$ cat src/rtl/axi4_lite_slave_regfile_if.sv
// AXI4-Lite bus bundle between a master and the register-file slave.
// The master drives addresses, data and response-ready; the slave drives the remaining handshake signals.
interface axi4_lite_slave_regfile_if #(
  parameter int ADDRESS    = 32,
  parameter int DATA_WIDTH = 32
);
  logic [ADDRESS-1:0]      S_AWADDR;
  logic                    S_AWVALID;
  logic                    S_AWREADY;
  logic [DATA_WIDTH-1:0]   S_WDATA;
  logic [DATA_WIDTH/8-1:0] S_WSTRB;
  logic                    S_WVALID;
  logic                    S_WREADY;
  logic [1:0]              S_BRESP;
  logic                    S_BVALID;
  logic                    S_BREADY;
  logic [ADDRESS-1:0]      S_ARADDR;
  logic                    S_ARVALID;
  logic                    S_ARREADY;
  logic [DATA_WIDTH-1:0]   S_RDATA;
  logic [1:0]              S_RRESP;
  logic                    S_RVALID;
  logic                    S_RREADY;

  modport master (
    output S_AWADDR, S_AWVALID, S_WDATA, S_WSTRB, S_WVALID, S_BREADY,
           S_ARADDR, S_ARVALID, S_RREADY,
    input  S_AWREADY, S_WREADY, S_BRESP, S_BVALID, S_ARREADY, S_RDATA, S_RRESP, S_RVALID
  );

  modport slave (
    input  S_AWADDR, S_AWVALID, S_WDATA, S_WSTRB, S_WVALID, S_BREADY,
           S_ARADDR, S_ARVALID, S_RREADY,
    output S_AWREADY, S_WREADY, S_BRESP, S_BVALID, S_ARREADY, S_RDATA, S_RRESP, S_RVALID
  );
endinterface

$ cat src/rtl/axi4_lite_slave_regfile.sv
// AXI4-Lite slave exposing NUM_REGS word registers, with independent write (AW/W/B) and read (AR/R) engines.
// All register contents are exported flat on regs_q.
module axi4_lite_slave_regfile #(
  parameter int ADDRESS    = 32,
  parameter int DATA_WIDTH = 32,
  parameter int NUM_REGS   = 8
) (
  input  logic                           ACLK,
  input  logic                           ARESETN,
  axi4_lite_slave_regfile_if.slave       s_axi,
  output logic [NUM_REGS*DATA_WIDTH-1:0] regs_q
);
  localparam int IDX_W     = $clog2(NUM_REGS);
  localparam int NUM_BYTES = DATA_WIDTH / 8;
  localparam int TAG_LSB   = IDX_W + 2;
  localparam logic [1:0] RESP_OKAY   = 2'b00;
  localparam logic [1:0] RESP_SLVERR = 2'b10;

  typedef enum logic [1:0] {
    WR_ACCEPT = 2'd0,
    WR_COMMIT = 2'd1,
    WR_RESP   = 2'd2
  } wr_state_t;

  typedef enum logic {
    RD_IDLE = 1'b0,
    RD_DATA = 1'b1
  } rd_state_t;

  wr_state_t             wr_state_reg, wr_state_next;
  rd_state_t             rd_state_reg, rd_state_next;
  logic                  rst_done_reg;
  logic                  aw_held_reg, w_held_reg;
  logic [ADDRESS-1:2]    awaddr_reg;
  logic [DATA_WIDTH-1:0] wdata_reg;
  logic [NUM_BYTES-1:0]  wstrb_reg;
  logic [1:0]            bresp_reg;
  logic [DATA_WIDTH-1:0] rdata_reg;
  logic [1:0]            rresp_reg;

  logic                  awready, wready, bvalid, arready, rvalid;
  logic                  aw_fire, w_fire, ar_fire;
  logic                  wr_commit, wr_in_range, ar_in_range;
  logic [IDX_W-1:0]      wr_idx, ar_idx;
  logic [DATA_WIDTH-1:0] reg_words [NUM_REGS];
  logic                  unused_addr_lsbs;

  assign aw_fire     = s_axi.S_AWVALID && awready;
  assign w_fire      = s_axi.S_WVALID && wready;
  assign ar_fire     = s_axi.S_ARVALID && arready;
  assign wr_commit   = (wr_state_reg == WR_COMMIT);
  assign wr_idx      = awaddr_reg[TAG_LSB-1:2];
  assign wr_in_range = (awaddr_reg[ADDRESS-1:TAG_LSB] == '0);
  assign ar_idx      = s_axi.S_ARADDR[TAG_LSB-1:2];
  assign ar_in_range = (s_axi.S_ARADDR[ADDRESS-1:TAG_LSB] == '0);
  // Byte offsets within a word carry no meaning for word registers.
  assign unused_addr_lsbs = ^{s_axi.S_AWADDR[1:0], s_axi.S_ARADDR[1:0]};

  // READYs stay low until the first edge after reset is released.
  always_ff @(posedge ACLK or negedge ARESETN) begin
    if (!ARESETN) rst_done_reg <= 1'b0;
    else          rst_done_reg <= 1'b1;
  end

  always_ff @(posedge ACLK or negedge ARESETN) begin
    if (!ARESETN) wr_state_reg <= WR_ACCEPT;
    else          wr_state_reg <= wr_state_next;
  end

  always_comb begin
    wr_state_next = wr_state_reg;
    case (wr_state_reg)
      WR_ACCEPT: if ((aw_held_reg || aw_fire) && (w_held_reg || w_fire)) wr_state_next = WR_COMMIT;
      WR_COMMIT: wr_state_next = WR_RESP;
      WR_RESP:   if (s_axi.S_BREADY) wr_state_next = WR_ACCEPT;
      default:   wr_state_next = WR_ACCEPT;
    endcase
  end

  always_comb begin
    awready = 1'b0;
    wready  = 1'b0;
    bvalid  = 1'b0;
    case (wr_state_reg)
      WR_ACCEPT: begin
        awready = rst_done_reg && !aw_held_reg;
        wready  = rst_done_reg && !w_held_reg;
      end
      WR_RESP: bvalid = 1'b1;
      default: ;
    endcase
  end

  always_ff @(posedge ACLK or negedge ARESETN) begin
    if (!ARESETN) begin
      aw_held_reg <= 1'b0;
      w_held_reg  <= 1'b0;
      awaddr_reg  <= '0;
      wdata_reg   <= '0;
      wstrb_reg   <= '0;
      bresp_reg   <= RESP_OKAY;
    end else begin
      if (aw_fire) begin
        aw_held_reg <= 1'b1;
        awaddr_reg  <= s_axi.S_AWADDR[ADDRESS-1:2];
      end
      if (w_fire) begin
        w_held_reg <= 1'b1;
        wdata_reg  <= s_axi.S_WDATA;
        wstrb_reg  <= s_axi.S_WSTRB;
      end
      if (wr_commit) begin
        aw_held_reg <= 1'b0;
        w_held_reg  <= 1'b0;
        bresp_reg   <= wr_in_range ? RESP_OKAY : RESP_SLVERR;
      end
    end
  end

  // One word per register; each byte lane updates only when its strobe is set.
  for (genvar gi = 0; gi < NUM_REGS; gi++) begin : g_reg
    logic [DATA_WIDTH-1:0] word_reg;
    always_ff @(posedge ACLK or negedge ARESETN) begin
      if (!ARESETN) begin
        word_reg <= '0;
      end else if (wr_commit && wr_in_range && (wr_idx == IDX_W'(gi))) begin
        for (int b = 0; b < NUM_BYTES; b++) begin
          if (wstrb_reg[b]) word_reg[b*8 +: 8] <= wdata_reg[b*8 +: 8];
        end
      end
    end
    assign reg_words[gi] = word_reg;
    assign regs_q[gi*DATA_WIDTH +: DATA_WIDTH] = word_reg;
  end

  always_ff @(posedge ACLK or negedge ARESETN) begin
    if (!ARESETN) rd_state_reg <= RD_IDLE;
    else          rd_state_reg <= rd_state_next;
  end

  always_comb begin
    rd_state_next = rd_state_reg;
    case (rd_state_reg)
      RD_IDLE: if (ar_fire) rd_state_next = RD_DATA;
      RD_DATA: if (s_axi.S_RREADY) rd_state_next = RD_IDLE;
      default: rd_state_next = RD_IDLE;
    endcase
  end

  always_comb begin
    arready = 1'b0;
    rvalid  = 1'b0;
    case (rd_state_reg)
      RD_IDLE: arready = rst_done_reg;
      RD_DATA: rvalid  = 1'b1;
      default: ;
    endcase
  end

  // Capture samples the pre-edge register value, so a same-edge commit is not visible.
  always_ff @(posedge ACLK or negedge ARESETN) begin
    if (!ARESETN) begin
      rdata_reg <= '0;
      rresp_reg <= RESP_OKAY;
    end else if (ar_fire) begin
      rdata_reg <= ar_in_range ? reg_words[ar_idx] : '0;
      rresp_reg <= ar_in_range ? RESP_OKAY : RESP_SLVERR;
    end
  end

  assign s_axi.S_AWREADY = awready;
  assign s_axi.S_WREADY  = wready;
  assign s_axi.S_BVALID  = bvalid;
  assign s_axi.S_BRESP   = bresp_reg;
  assign s_axi.S_ARREADY = arready;
  assign s_axi.S_RVALID  = rvalid;
  assign s_axi.S_RDATA   = rdata_reg;
  assign s_axi.S_RRESP   = rresp_reg;
endmodule

$ cat src/flat_wrapper.sv
// flat-port wrapper written by rule: the top's interface ports become plain ports
module axi4_lite_slave_regfile_flat 
#(
  parameter int ADDRESS    = 32,
  parameter int DATA_WIDTH = 32,
  parameter int NUM_REGS   = 8
)
  (ACLK, ARESETN, regs_q, s_axi_S_AWADDR, s_axi_S_AWVALID, s_axi_S_WDATA, s_axi_S_WSTRB, s_axi_S_WVALID, s_axi_S_BREADY, s_axi_S_ARADDR, s_axi_S_ARVALID, s_axi_S_RREADY, s_axi_S_AWREADY, s_axi_S_WREADY, s_axi_S_BRESP, s_axi_S_BVALID, s_axi_S_ARREADY, s_axi_S_RDATA, s_axi_S_RRESP, s_axi_S_RVALID);
  axi4_lite_slave_regfile_if #(.ADDRESS(ADDRESS), .DATA_WIDTH(DATA_WIDTH)) s_axi_i ();
  input  logic ACLK;
  input  logic ARESETN;
  output logic [NUM_REGS*DATA_WIDTH-1:0] regs_q;
  input wire logic [$bits(s_axi_i.S_AWADDR)-1:0] s_axi_S_AWADDR;
  input wire logic [$bits(s_axi_i.S_AWVALID)-1:0] s_axi_S_AWVALID;
  input wire logic [$bits(s_axi_i.S_WDATA)-1:0] s_axi_S_WDATA;
  input wire logic [$bits(s_axi_i.S_WSTRB)-1:0] s_axi_S_WSTRB;
  input wire logic [$bits(s_axi_i.S_WVALID)-1:0] s_axi_S_WVALID;
  input wire logic [$bits(s_axi_i.S_BREADY)-1:0] s_axi_S_BREADY;
  input wire logic [$bits(s_axi_i.S_ARADDR)-1:0] s_axi_S_ARADDR;
  input wire logic [$bits(s_axi_i.S_ARVALID)-1:0] s_axi_S_ARVALID;
  input wire logic [$bits(s_axi_i.S_RREADY)-1:0] s_axi_S_RREADY;
  output wire logic [$bits(s_axi_i.S_AWREADY)-1:0] s_axi_S_AWREADY;
  output wire logic [$bits(s_axi_i.S_WREADY)-1:0] s_axi_S_WREADY;
  output wire logic [$bits(s_axi_i.S_BRESP)-1:0] s_axi_S_BRESP;
  output wire logic [$bits(s_axi_i.S_BVALID)-1:0] s_axi_S_BVALID;
  output wire logic [$bits(s_axi_i.S_ARREADY)-1:0] s_axi_S_ARREADY;
  output wire logic [$bits(s_axi_i.S_RDATA)-1:0] s_axi_S_RDATA;
  output wire logic [$bits(s_axi_i.S_RRESP)-1:0] s_axi_S_RRESP;
  output wire logic [$bits(s_axi_i.S_RVALID)-1:0] s_axi_S_RVALID;
  assign s_axi_i.S_AWADDR = s_axi_S_AWADDR;
  assign s_axi_i.S_AWVALID = s_axi_S_AWVALID;
  assign s_axi_i.S_WDATA = s_axi_S_WDATA;
  assign s_axi_i.S_WSTRB = s_axi_S_WSTRB;
  assign s_axi_i.S_WVALID = s_axi_S_WVALID;
  assign s_axi_i.S_BREADY = s_axi_S_BREADY;
  assign s_axi_i.S_ARADDR = s_axi_S_ARADDR;
  assign s_axi_i.S_ARVALID = s_axi_S_ARVALID;
  assign s_axi_i.S_RREADY = s_axi_S_RREADY;
  assign s_axi_S_AWREADY = s_axi_i.S_AWREADY;
  assign s_axi_S_WREADY = s_axi_i.S_WREADY;
  assign s_axi_S_BRESP = s_axi_i.S_BRESP;
  assign s_axi_S_BVALID = s_axi_i.S_BVALID;
  assign s_axi_S_ARREADY = s_axi_i.S_ARREADY;
  assign s_axi_S_RDATA = s_axi_i.S_RDATA;
  assign s_axi_S_RRESP = s_axi_i.S_RRESP;
  assign s_axi_S_RVALID = s_axi_i.S_RVALID;
  axi4_lite_slave_regfile #(.ADDRESS(ADDRESS), .DATA_WIDTH(DATA_WIDTH), .NUM_REGS(NUM_REGS)) u_core (.ACLK(ACLK), .ARESETN(ARESETN), .s_axi(s_axi_i), .regs_q(regs_q));
endmodule
$ cat config.mk
export PLATFORM = sky130hd
export DESIGN_NAME = axi4_lite_slave_regfile_flat
export DESIGN_NICKNAME = d
export VERILOG_FILES = /design/src/rtl/axi4_lite_slave_regfile_if.sv /design/src/rtl/axi4_lite_slave_regfile.sv /design/src/flat_wrapper.sv
export SDC_FILE = /design/constraint.sdc
export NUM_CORES = 1
export LEC_CHECK = 0
export BUFFER_PORTS_ARGS = -buffer_cell sky130_fd_sc_hd__buf_4
export CAP_MARGIN = 30
export CORE_ASPECT_RATIO = 1.25
export CORE_UTILIZATION = 48
export CTS_BUF_LIST = sky130_fd_sc_hd__clkbuf_8 sky130_fd_sc_hd__clkbuf_16
export DETAILED_ROUTE_END_ITERATION = 12
export PLACE_DENSITY_LB_ADDON = 0.15
export SLEW_MARGIN = 25
export SYNTH_ARGS = -nofsm -noshare
export SYNTH_HDL_FRONTEND = slang
export SYNTH_SLANG_ARGS = --single-unit
$ cat constraint.sdc
create_clock -name ACLK -period 2.1 [get_ports ACLK]
set_clock_uncertainty 0.15 [all_clocks]
set_input_delay 0.63 -clock ACLK [delete_from_list [all_inputs] [get_ports ACLK]]
set_output_delay 0.63 -clock ACLK [all_outputs]
set_load 0.005 [all_outputs]
### After elaboration in Yosys (flattened, before gate mapping)

Index checks and enable logic that the tools add are counted.

* register bits after elaboration: 364
* logic and storage cells: 136
* ROM bits: 0
* memories kept: 0
* memory bits (writable): 0
* input port bits: 107
* output and inout port bits: 297
* latch bits: 0

* shift operators: 0
* eq/ne operators: 11
* $mul: 0
* bitwise logic cells: 2
* $add $sub $neg: 0
* divide/modulo/power cells: 0
* magnitude comparators: 1
* reduce and logical (&&, ||, !) cells: 58
* multiplexer cells: 21

Operators by type and width (number)
* binary-select mux 32 bit (select 3 bit): 1
* 2-to-1 mux 32 bit: 3
* AND reduction 2 bit: 33
* logical NOT 27 bit: 2
* logical AND 1 bit: 15
* equality test 3 bit, second input constant: 4
* 2-to-1 mux 1 bit: 11
* 2-to-1 mux 2 bit: 4
* equality test 3 x 2 -> 1 bit, second input constant: 2
* one-hot mux 2 bit (3 select lines): 1
* greater-or-equal comparator 4 bit, second input constant: 1
* NOT 3 -> 4 bit: 1
* nonzero test 2 bit: 2
* equality test 3 x 1 -> 1 bit, second input constant: 1
* logical NOT 3 bit: 1
* equality test 2 x 1 -> 1 bit, second input constant: 1
* equality test 2 bit, second input constant: 1
* logical NOT 1 bit: 2
* logical NOT 2 bit: 1
* logical OR 1 bit: 2
* != test 2 x 1 -> 1 bit, second input constant: 1
* != test 2 bit, second input constant: 1
* one-hot mux 1 bit (2 select lines): 1
* NOT 1 bit: 1

### Logic depth before layout (Yosys ltp)

* depth after elaboration: 8
* depth in mapped cells: 6
* mapped depth without buffers: 4

### Worst setup path before layout

OpenSTA, ideal clock, no wires.

* path kind: input to register
* from: in s_axi_S_ARADDR[2]
* to: reg u_core.rdata_reg[10], in the netlist u_core.s_axi.S_RDATA[10]
* arrival: 2.033 ns
* setup slack: -0.216 ns
* path buffers: 2
* cell stages on the path: 5
* setup time: 0.133 ns
* required time: 1.817 ns
* cell sequence: clkbuf_1 -> buf_2 -> mux4_2 -> mux2i_1 -> o21ai_0

* longest elaborated chain between the ends: 5

RTL lines
* from (decl): line flat_wrapper.sv:19 `input wire logic [$bits(s_axi_i.S_ARADDR)-1:0] s_axi_S_ARADDR;`
* NOT 3 -> 4 bit (not written as such): line axi4_lite_slave_regfile.sv:166 `rdata_reg <= ar_in_range ? reg_words[ar_idx] : '0;`
* binary-select mux 32 bit (select 3 bit): line axi4_lite_slave_regfile.sv:166
* 2-to-1 mux 32 bit (not written as such) (2 in a row): line axi4_lite_slave_regfile.sv:166
* 2-to-1 mux 32 bit: line axi4_lite_slave_regfile.sv:166
* to (signal assigned): line axi4_lite_slave_regfile.sv:166
* to (decl): line axi4_lite_slave_regfile.sv:38 `logic [DATA_WIDTH-1:0] rdata_reg;`

Every way passes these cells. The select of a mux whose other input is x is not followed.
A chain may end at the register's enable or synchronous reset.

### Worst setup path in the final report

* from: reg u_core.awaddr_reg[23] (netlist bit)
* to: reg u_core.g_reg[3].word_reg[14]

* longest elaborated chain between the ends: 4

RTL lines
* from (decl): line axi4_lite_slave_regfile.sv:34 `logic [ADDRESS-1:2] awaddr_reg;`
* from (signal assigned): line axi4_lite_slave_regfile.sv:105 `awaddr_reg <= s_axi.S_AWADDR[ADDRESS-1:2];`
* logical NOT 27 bit: line axi4_lite_slave_regfile.sv:53 `assign wr_in_range = (awaddr_reg[ADDRESS-1:TAG_LSB] == '0);`
* logical AND 1 bit (2 in a row): line axi4_lite_slave_regfile.sv:126 `end else if (wr_commit && wr_in_range && (wr_idx == IDX_W'(gi))) begin`
* AND reduction 2 bit (no line)
* to (signal, indexed assignment): line axi4_lite_slave_regfile.sv:128 `if (wstrb_reg[b]) word_reg[b*8 +: 8] <= wdata_reg[b*8 +: 8];`
* to (decl): line axi4_lite_slave_regfile.sv:122 `logic [DATA_WIDTH-1:0] word_reg;`

Every way passes these cells.

==> qor.yml <==
power_and_ir_drop:
  power.density_nw_per_um2: 790.5
  p_sw_share_pct: 27.38
  p_int_w: 0.01275
  seq_power_share_pct: 49.7
  ir_drop_mv: 0.8725
  p_comb_share_pct: 12.8
  clockPowerShare_pct: 37.5
  leakage_nw: 11.24
  power.switching_w: 0.004806
logic_synthesis:
  synth-edff-count: 0
  ys_ff_latch: 362
  yosysWarnings: 0
  syn_avg_cell_area_um2: 16.30
  synth.distinct_cells: 30
  yosysSeqAreaShare_pct: 57.00
  ys_async_sr_fraction_pct: 100.0
  syn_inst: 975
  netlist_area_um2: 15890
  synthFlopType: "dfrtp_1"
finish:
  drive_gt1_share_pct: 66.18
  layout.nets: 1583
  largest_reg_flops: 256
  finalNonFillerCells: 1921
  syn_to_final_growth_pct: 39.71
  final_cell_mix: "buf_4, dfrtp_1, mux2_2, mux4_2, mux2_4"
  final_common_cell: "buf_4"
global_route:
  grt_overflow: 0
  track_usage_pct: 27.14
  grt_pass1_vias: 11440
  grt_pass1_wl_um: 68140
  grt_max_degree: 58
  antenna_found_initial: 1
clocking:
  path_clk_slew_ns: 0.06
  clock_latency_ns: 0.53
  cts_sinks: 362
  clockBufferDepth: 3
  tritoncts: "done"
  cts-htree-levels: 2
  clockRootBuffer: "clkbuf_16"
  cts_buffers: 38
timing:
  drv_slew: 0
  rsz0062_at_grt: "true"
  final_hold_viol_count: 0
  min_period_ns: 2.411
  setup_ws_ns: -0.3106
  slew_headroom_pct: 60.27
  worstMarginPinSlew_ns: 0.5959
  max_freq_ghz: 0.4148
  period_share_pct: 114.8
  setup-violations-final: 258
place:
  io_buffers: 397
  place_ws_ns: -0.4362
  dp_hpwl_um: 32250
  gp_congestion: 0.8121
  dp.cells: 1847
setup_path:
  start_kind: "register"
  cp.required_ns: 2.36
  r2r_slack_ns: -0.31
  crit_type: "reg2reg"
  cp-end-kind: "register"
  path_max_fanout: 8
  cp.arrival_ns: 2.67
die:
  core_um2: 32590
  initial_utilization_pct: 48.76
  io_pins: 404
  die-area_um2: 33840
  die_h_um: 205.4
  row_count: 74
  die_w_um: 164.7
detailed_routing:
  ant_nets: 0
  drcViolationCount: 0
  first_pass_iters: 4
  avgRoutedWirePerCell_um: 23.92
  routed-via-count: 10740
  avgViaCountPerCell: 5.593
  wirelength_um: 45940
  first_iter_violations: 604
run:
  drv_cap: 0
run_status:
  outcome: "finished, violations left"
  violations: "negative setup slack"
min_path:
  min_path_type: "in2reg"
==> logic make-up (layout without fill, tap and decap cells) <==
kind of cell	after synthesis	in the layout	synth area share [%]
multiplexers	418	418	33.90
flip-flops	362	362	57.00
AND/OR/NAND/NOR	109	109	6.503
buffers and inverters	46	572	1.315
AO/OA/AOI/OAI	38	38	1.228
other	2	4	0.04726
==> layer usage <==
| layer | vias up | global-route usage, % | share of wire (%) |
|---|---|---|---|
| met4 | 0 | 10.29 | 3.5 |
| met3 | 79 | 6.632 | 7.0 |
| met5 | - | 0 | 0 |
| li1 | 4659 | - | - |
| met1 | 5584 | 32.18 | 37 |
| met2 | 422 | 47.28 | 52 |
==> timing repair <==
item | in CTS | in global routing
endpoints found under the setup margin | 260 | 265
setup buffers | 1 | 3
endpoints found under the hold margin | 17 | 0
gates resized for setup | 12 | 81
pin swaps | 3 | 11
hold buffers | 1 | 0
cloned | 0 | 2
==> final cells by class <==
cell class	instances	area, um^2
Inverter	3	11.26
Clock inverter	16	103.9
Tap cell	418	523.0
Antenna cell	1	2.502
Timing Repair Buffer	503	4404
Fill cell	2366	10390
Multi-Input combinational cell	568	6972
Clock buffer	50	1127
Sequential cell	362	9059
==> critical path: stages (launching register included) <==
cell and delay [ns]:
dfrtp_1 0.39, nor4_2 0.31, nand4_1 0.15, buf_6 0.16, buf_12 0.14, buf_12 0.15, nor4_4 0.32, buf_12 0.19
mux2_4 0.31
==> power by group through the flow <==
stage | Clock [W] | Combinational [W] | Sequential [W]
3_5_place_dp | 0 | 0.00216 | 0.00872
4_1_cts | 0.00670 | 0.00221 | 0.00863
2_1_floorplan | 0 | 0.00135 | 0.00834
6_report | 0.00658 | 0.00225 | 0.00872
5_1_grt | 0.00697 | 0.00244 | 0.00883
3_3_place_gp | 0 | 0.00210 | 0.00869
==> per-stage QoR <==
step / instance area (um^2) / TNS, ns / total power (W) / util, % / hold slack, ns
after floorplan: 15920 / -29.77 / 0.009694 / - / 0.1844
after global placement: 20500 / -77.51 / 0.01080 / 62.90 / 0.3116
after detailed placement: 20500 / -66.59 / 0.01087 / 62.90 / 0.3232
after CTS: 21810 / -51.50 / 0.01754 / 66.91 / 0.1123
after global routing: 22200 / -80.19 / 0.01824 / 68.12 / 0.1256
final: 22200 / -52.87 / 0.01755 / 68.12 / 0.1384
==> cell usage after synthesis, drive strengths merged (2+ instances only) <==
| cell type | n | area share [%] |
|---|---|---|
| mux2 | 322 | 23 |
| conb | 2 | 0.047 |
| nand3 | 2 | 0.094 |
| nor4b | 2 | 0.11 |
| nor2b | 3 | 0.12 |
| o21ai | 33 | 1.0 |
| dfrtp | 362 | 57 |
| mux4 | 64 | 9.1 |
| nand2 | 41 | 0.98 |
| nand3b | 2 | 0.094 |
| a21oi | 3 | 0.094 |
| nor4 | 45 | 4.6 |
| nand4 | 2 | 0.079 |
| nand2b | 4 | 0.16 |
| nor2 | 5 | 0.12 |
| buf | 20 | 0.70 |
| mux2i | 32 | 2.0 |
| inv | 3 | 0.071 |
| clkbuf | 23 | 0.54 |
==> worst paths after layout <==
check	from	endpoint	depth (start not counted)
max	u_core.awaddr_reg[23]	u_core.g_reg[3].word_reg[14]	8
min	s_axi_S_RREADY	u_core.rd_state_reg	2
max reg2reg	u_core.awaddr_reg[23]	u_core.g_reg[3].word_reg[14]	8
min reg2reg	u_core.s_axi.S_RDATA[5]	u_core.s_axi.S_RDATA[5]	2
max in group asynchronous	ARESETN	u_core.wdata_reg[27]	3
min in group asynchronous	ARESETN	u_core.g_reg[2].word_reg[3]	2
No activity file was read; power rests on OpenSTA's default activity.
